`src/rtl/eth_rx_stats_poller.sv`:
```
// AXI-lite read master that periodically sweeps the RX FIFO debug counters
// (corrupted/dropped/total), commits them as one snapshot and produces per-sweep deltas.
module eth_rx_stats_poller #(
    parameter int unsigned PERIOD_CYCLES = 1000000,
    parameter int unsigned ADDR_W        = 14
) (
    input  logic              clk,
    input  logic              rst,
    input  logic              enable,
    input  logic              trigger,
    input  logic              clear_err,
    output logic              m_axi_arvalid,
    input  logic              m_axi_arready,
    output logic [ADDR_W-1:0] m_axi_araddr,
    output logic [2:0]        m_axi_arprot,
    input  logic              m_axi_rvalid,
    output logic              m_axi_rready,
    input  logic [31:0]       m_axi_rdata,
    input  logic [1:0]        m_axi_rresp,
    output logic [31:0]       snap_corrupted,
    output logic [31:0]       snap_dropped,
    output logic [31:0]       snap_total,
    output logic [31:0]       delta_total,
    output logic [31:0]       delta_dropped,
    output logic              snap_valid,
    output logic              busy,
    output logic              err_resp,
    output logic [15:0]       sample_count
);
    localparam int unsigned TW = $clog2(PERIOD_CYCLES);
    localparam logic [TW-1:0] TIMER_RELOAD = TW'(PERIOD_CYCLES - 1);

    localparam logic [1:0] S_IDLE   = 2'd0;
    localparam logic [1:0] S_ADDR   = 2'd1;
    localparam logic [1:0] S_DATA   = 2'd2;
    localparam logic [1:0] S_COMMIT = 2'd3;

    logic [1:0]       state_q, state_d;
    logic [TW-1:0]    timer_q, timer_d;
    logic             pending_q, pending_d;
    logic [1:0]       idx_q;
    logic             serr_q;
    logic [2:0][31:0] shadow_q;
    logic [31:0]      snap_c_q, snap_d_q, snap_t_q, dtot_q, ddrop_q;
    logic             snap_valid_q, err_q;
    logic [15:0]      count_q;
    logic             start, ar_hs, r_hs, commit;
    logic [ADDR_W-1:0] addr_sel;

    assign ar_hs  = m_axi_arvalid & m_axi_arready;
    assign r_hs   = m_axi_rvalid & m_axi_rready;
    assign commit = (state_q == S_COMMIT);
    assign start  = (state_q == S_IDLE) && ((enable && timer_q == '0) || trigger || pending_q);

    always_comb begin
        case (idx_q)
            2'd0:    addr_sel = ADDR_W'(12'hC);
            2'd1:    addr_sel = ADDR_W'(12'h10);
            default: addr_sel = ADDR_W'(12'h14);
        endcase
    end

    always_comb begin
        state_d = state_q;
        case (state_q)
            S_IDLE:   if (start) state_d = S_ADDR;
            S_ADDR:   if (ar_hs) state_d = S_DATA;
            S_DATA:   if (r_hs)  state_d = (idx_q == 2'd2) ? S_COMMIT : S_ADDR;
            default:  state_d = S_IDLE;
        endcase
    end

    // Timer keeps running through a sweep; only enable freezes it.
    always_comb begin
        timer_d = timer_q;
        if (start)
            timer_d = TIMER_RELOAD;
        else if (enable && timer_q != '0)
            timer_d = timer_q - 1'b1;
        pending_d = pending_q;
        if (start)
            pending_d = 1'b0;
        else if (trigger && state_q != S_IDLE)
            pending_d = 1'b1;
    end

    always_ff @(posedge clk or posedge rst) begin
        if (rst) begin
            state_q      <= S_IDLE;
            timer_q      <= TIMER_RELOAD;
            pending_q    <= 1'b0;
            idx_q        <= 2'd0;
            serr_q       <= 1'b0;
            shadow_q     <= '0;
            snap_c_q     <= '0;
            snap_d_q     <= '0;
            snap_t_q     <= '0;
            dtot_q       <= '0;
            ddrop_q      <= '0;
            snap_valid_q <= 1'b0;
            err_q        <= 1'b0;
            count_q      <= '0;
        end else begin
            state_q      <= state_d;
            timer_q      <= timer_d;
            pending_q    <= pending_d;
            snap_valid_q <= 1'b0;
            if (state_q == S_DATA && r_hs) begin
                shadow_q[idx_q] <= m_axi_rdata;
                if (m_axi_rresp != 2'b00) serr_q <= 1'b1;
                if (idx_q != 2'd2) idx_q <= idx_q + 1'b1;
            end
            if (commit) begin
                idx_q  <= 2'd0;
                serr_q <= 1'b0;
                if (!serr_q) begin
                    snap_c_q     <= shadow_q[0];
                    snap_d_q     <= shadow_q[1];
                    snap_t_q     <= shadow_q[2];
                    // Modulo-2^32 subtraction gives the right delta across counter wrap.
                    dtot_q       <= shadow_q[2] - snap_t_q;
                    ddrop_q      <= shadow_q[1] - snap_d_q;
                    snap_valid_q <= 1'b1;
                    count_q      <= count_q + 1'b1;
                end
            end
            if (commit && serr_q)
                err_q <= 1'b1;
            else if (clear_err)
                err_q <= 1'b0;
        end
    end

    assign m_axi_arvalid  = (state_q == S_ADDR);
    assign m_axi_araddr   = (state_q == S_ADDR) ? addr_sel : '0;
    assign m_axi_arprot   = 3'b000;
    assign m_axi_rready   = (state_q == S_DATA);
    assign busy           = (state_q != S_IDLE);
    assign snap_corrupted = snap_c_q;
    assign snap_dropped   = snap_d_q;
    assign snap_total     = snap_t_q;
    assign delta_total    = dtot_q;
    assign delta_dropped  = ddrop_q;
    assign snap_valid     = snap_valid_q;
    assign err_resp       = err_q;
    assign sample_count   = count_q;
endmodule

```
`config.mk`:
```
export PLATFORM = sky130hd
export DESIGN_NAME = eth_rx_stats_poller
export DESIGN_NICKNAME = d
export VERILOG_FILES = /design/src/rtl/eth_rx_stats_poller.sv
export SDC_FILE = /design/constraint.sdc
export NUM_CORES = 1
export LEC_CHECK = 0
export CAP_MARGIN = 30
export CORE_ASPECT_RATIO = 0.5
export CORE_MARGIN = 2
export CORE_UTILIZATION = 50
export DETAILED_ROUTE_END_ITERATION = 7
export GPL_ROUTABILITY_DRIVEN = 0
export GPL_TIMING_DRIVEN = 0
export PLACE_DENSITY = 0.75
export RECOVER_POWER = 50
export SLEW_MARGIN = 0
export SYNTH_ARGS = -nofsm -noshare
export SYNTH_HDL_FRONTEND = slang
export SYNTH_SLANG_ARGS = --single-unit
```
`constraint.sdc`:
```
create_clock -name clk -period 20.9 [get_ports clk]
set_input_delay 3.135 -clock clk [delete_from_list [all_inputs] [get_ports clk]]
set_output_delay 3.135 -clock clk [all_outputs]
set_load 0.01 [all_outputs]
```
==> impl_results.md <==
- Pwr dens: 182 nW/µm²
- Total GRT Usage: 25.7%
- Final Skew: 11.5 ps
- Relative slew slack: -204%
- Post-Synthesis Cells: 1460
- Flops & latches, synth: 300
- Synthesis-to-layout area growth: 25.0%
- Layout cells sized above 1: around a tenth
- Synth Warn #: 0
- # setup viols final: 0
- Sequential area share after synthesis: 50.9%
- Port bufs: around 220
- Fmax: 104 MHz
- Peak supply drop: 81.5 µV
- CTS tree: done
- DR iter-0 viols: roughly 800
- Initial antenna violation count: 1
- Status: finished with violations
- TritonCTS buffer count: 28
- DP Area: 17600 µm²
- Most frequent cells in the layout: 288 x dfrtp_1, 284 x nand2_1, 218 x clkdlybuf4s50_1, 153 x o21ai_0, 96 x mux2_2
- Clock transition at the registers of the reported paths: 70 ps
- Final WL: 39600 µm
- Hold Startpoint: shadow_q[4]$_DFFE_PP0P_
- Startpoint types: input port
- Clock Latency Late Sink: 550 ps
- Root Buffer: clkbuf_16
- IO Pins: 239
- Critical path type: in -> async
- CTS max path bufs: 3
- Die area: 31000 µm²
- Effective utilization at floorplan: about half
- Fin. max-slew vios: 175
- Hold Buf Count CTS: 0
- Top FF cell, synth: dfrtp_1
- GRT overflow: 0
- Syn Area/Cell: 10.1 µm²
- Htree depth: 1
- Worst setup EP type: asynchronous set/reset pin
- Die X: 247 µm
- Tmin final: 9660 ps
- Post-Synthesis Cell Area: 14800 µm²
- DRC viols: 0
- Final Cell Area: 18500 µm²
- Number of max-cap violations: 2
- Final critical-path share of the clock period: 46.2%
- Crit path launch: rst
- Wire per inst: 18.5 µm
- FP Rows: 44
- Post-synth EDFFs: 0
- Most common cell after layout, fill and taps aside: dfrtp_1
- Register area: around 7500 µm²
- Pin count of the biggest net entering global routing: 129
- Via Count: 11.8k
- Uppermost layer routed: met4
- Clock sinks: 300
- Global-route wire length before repair: 63200 µm
- Postcts setup bufs: 0
- # fillers: between 2k and 2.5k
- Met2 wire length: 19400 µm
- Area of the multi-input gates: 6590 µm²
- Avg Vias per Cell: 5.52
- CTS-repair resized insts: 0
- Core area: 29000 µm²
- Number of global-route vias before repair: 11.9k
- WP data arrival: 9240 ps
- Metal3 WL: a little under 2000 µm
- M1 WL: about 17000 µm
- R2r startpoint: snap_dropped[3]$_DFFE_PP0P_
- Routed Antenna Nets: 0
- Die height: 126 µm
- Pleak: 8.54 nW
- HP Class: reg -> reg
- RSZ-0062 raised after global routing: no
- Failing checks: max-capacitance violations, max-slew violations
- Layout Nets: 1842
- Final Util: around 64%
- Asr flop ratio synth: 100%
- Setup TNS: 0 ps
- Worst endpoint required time: 20480 ps
- Final hold viol count: 0
- Final HPWL DP: roughly 30000 µm
- Slew @ Worst Pin: 4560 ps
- Post-synth cell types: 75
- Diodes inserted: 0
- Initial DRT Pass Iterations: 5
- CP max FO: between 80 and 90
Yosys cell counts, drive strengths merged (3+ instances only):
cell    instances  area, µm²
inv            85        322
o31a            3       26.3
o311ai          4       35.0
dfstp          12        315
clkbuf         43        161
o21ai         154        774
ha             70        876
nor4            6       50.0
or4             4       37.5
and3            9       56.3
xor2           32        280
o31ai           4       48.8
a211o           4       35.0
and2            6       37.5
a211oi         10       75.1
mux2           96       1080
nor3b           7       52.6
or2             3       18.8
mux2i           3       30.0
buf            25        146
nand4          10       62.6
nor2b           8       50.1
nand2b         11       68.8
nand2         285       1070
o21a            9       67.6
a31oi           9       56.3
a21o           34        255
o21bai          8       60.1
a21oi          57        289
o211ai          4       30.0
or3             8       53.8
nor3           12       70.1
nand3          24        138
xnor2          44        393
dfrtp         288       7210
nor2           40        150
metrics by stage:
| step | worst slack (ps) | hold slack (ps) | cells | power [W] |
|---|---|---|---|---|
| finish | 11240 | 462 | 2138 | 0.00335 |
| global route | 9830 | 488 | 2138 | 0.00359 |
| CTS | 15580 | 463 | 2138 | 0.00336 |
| detailed placement | 15580 | 451 | 2090 | 0.00280 |
| floorplan | 9500 | 433 | 1473 | 0.00214 |
| global placement | 6250 | 441 | 2088 | 0.00273 |
metal layers:
layer  global-route usage (%)  vias up
met3                     3.50       79
met4                     7.65        0
met1                     34.2     5871
met2                     43.9      357
li1                         -     5502
met5                        0        -
report_power, final:
part	switching, W	total, W	internal [W]
sequential	0.000163	0.000979	0.000816
combinational	0.000996	0.00183	0.000836
clock	0.000223	0.000542	0.000320
total	0.00138	0.00335	0.00197
cell families (layout without fill, tap and decap cells):
group                      count (synthesis)  after routing  synth area share (%)
AOI/OAI and AO/OA                        317            317                  12.9
xor gates and xnor gates                  76             76                  4.56
adders and majority gates                 72             72                  6.20
buffers and inverters                    153            427                  4.26
DFF                                      300            300                  50.9
muxes                                     99             99                  7.52
other                                      1             14                0.0254
and+or+nand+nor                          442            442                  13.5
sequential cells by signal, summed over array words and instances (netlist names), 2 cells and up:
| signal | cells |
|---|---|
| delta_dropped | 32 |
| delta_total | 32 |
| idx_q | 2 |
| sample_count | 16 |
| shadow_q | 96 |
| snap_corrupted | 32 |
| snap_dropped | 32 |
| snap_total | 32 |
| state_q | 2 |
| timer_q | 20 |
path summary, 6_finish.rpt:
| check | endpoint | cells after the start | slack, ps |
|---|---|---|---|
| hold / removal | snap_corrupted[4]$_DFFE_PP0P_ | 2 | 460 |
| setup reg to reg | delta_dropped[29]$_DFFE_PP0P_ | 11 | 16820 |
| setup / recovery | shadow_q[58]$_DFFE_PP0P_ | 3 | 11240 |
| min in group asynchronous | delta_dropped[8]$_DFFE_PP0P_ | 2 | 4150 |
| hold reg to reg | snap_corrupted[4]$_DFFE_PP0P_ | 2 | 460 |
| max in group clk | m_axi_araddr[3] | 5 | 15550 |
cell type report:
type	instances	area share, %
flip-flops and latches	300	40.7
multi-input cells	1020	35.7
repair buffers	226	12.3
clock buffers	42	4.47
well taps	391	2.65
inverters	85	1.74
plain buffers	68	1.67
clock inverters	6	0.718
critical path: stages:
cell,delay (ps)
dlygate4sd3_1,550
clkinvlp_2,2110
clkbuf_1,3320
Note: power is estimated with default switching activity, not from simulation.
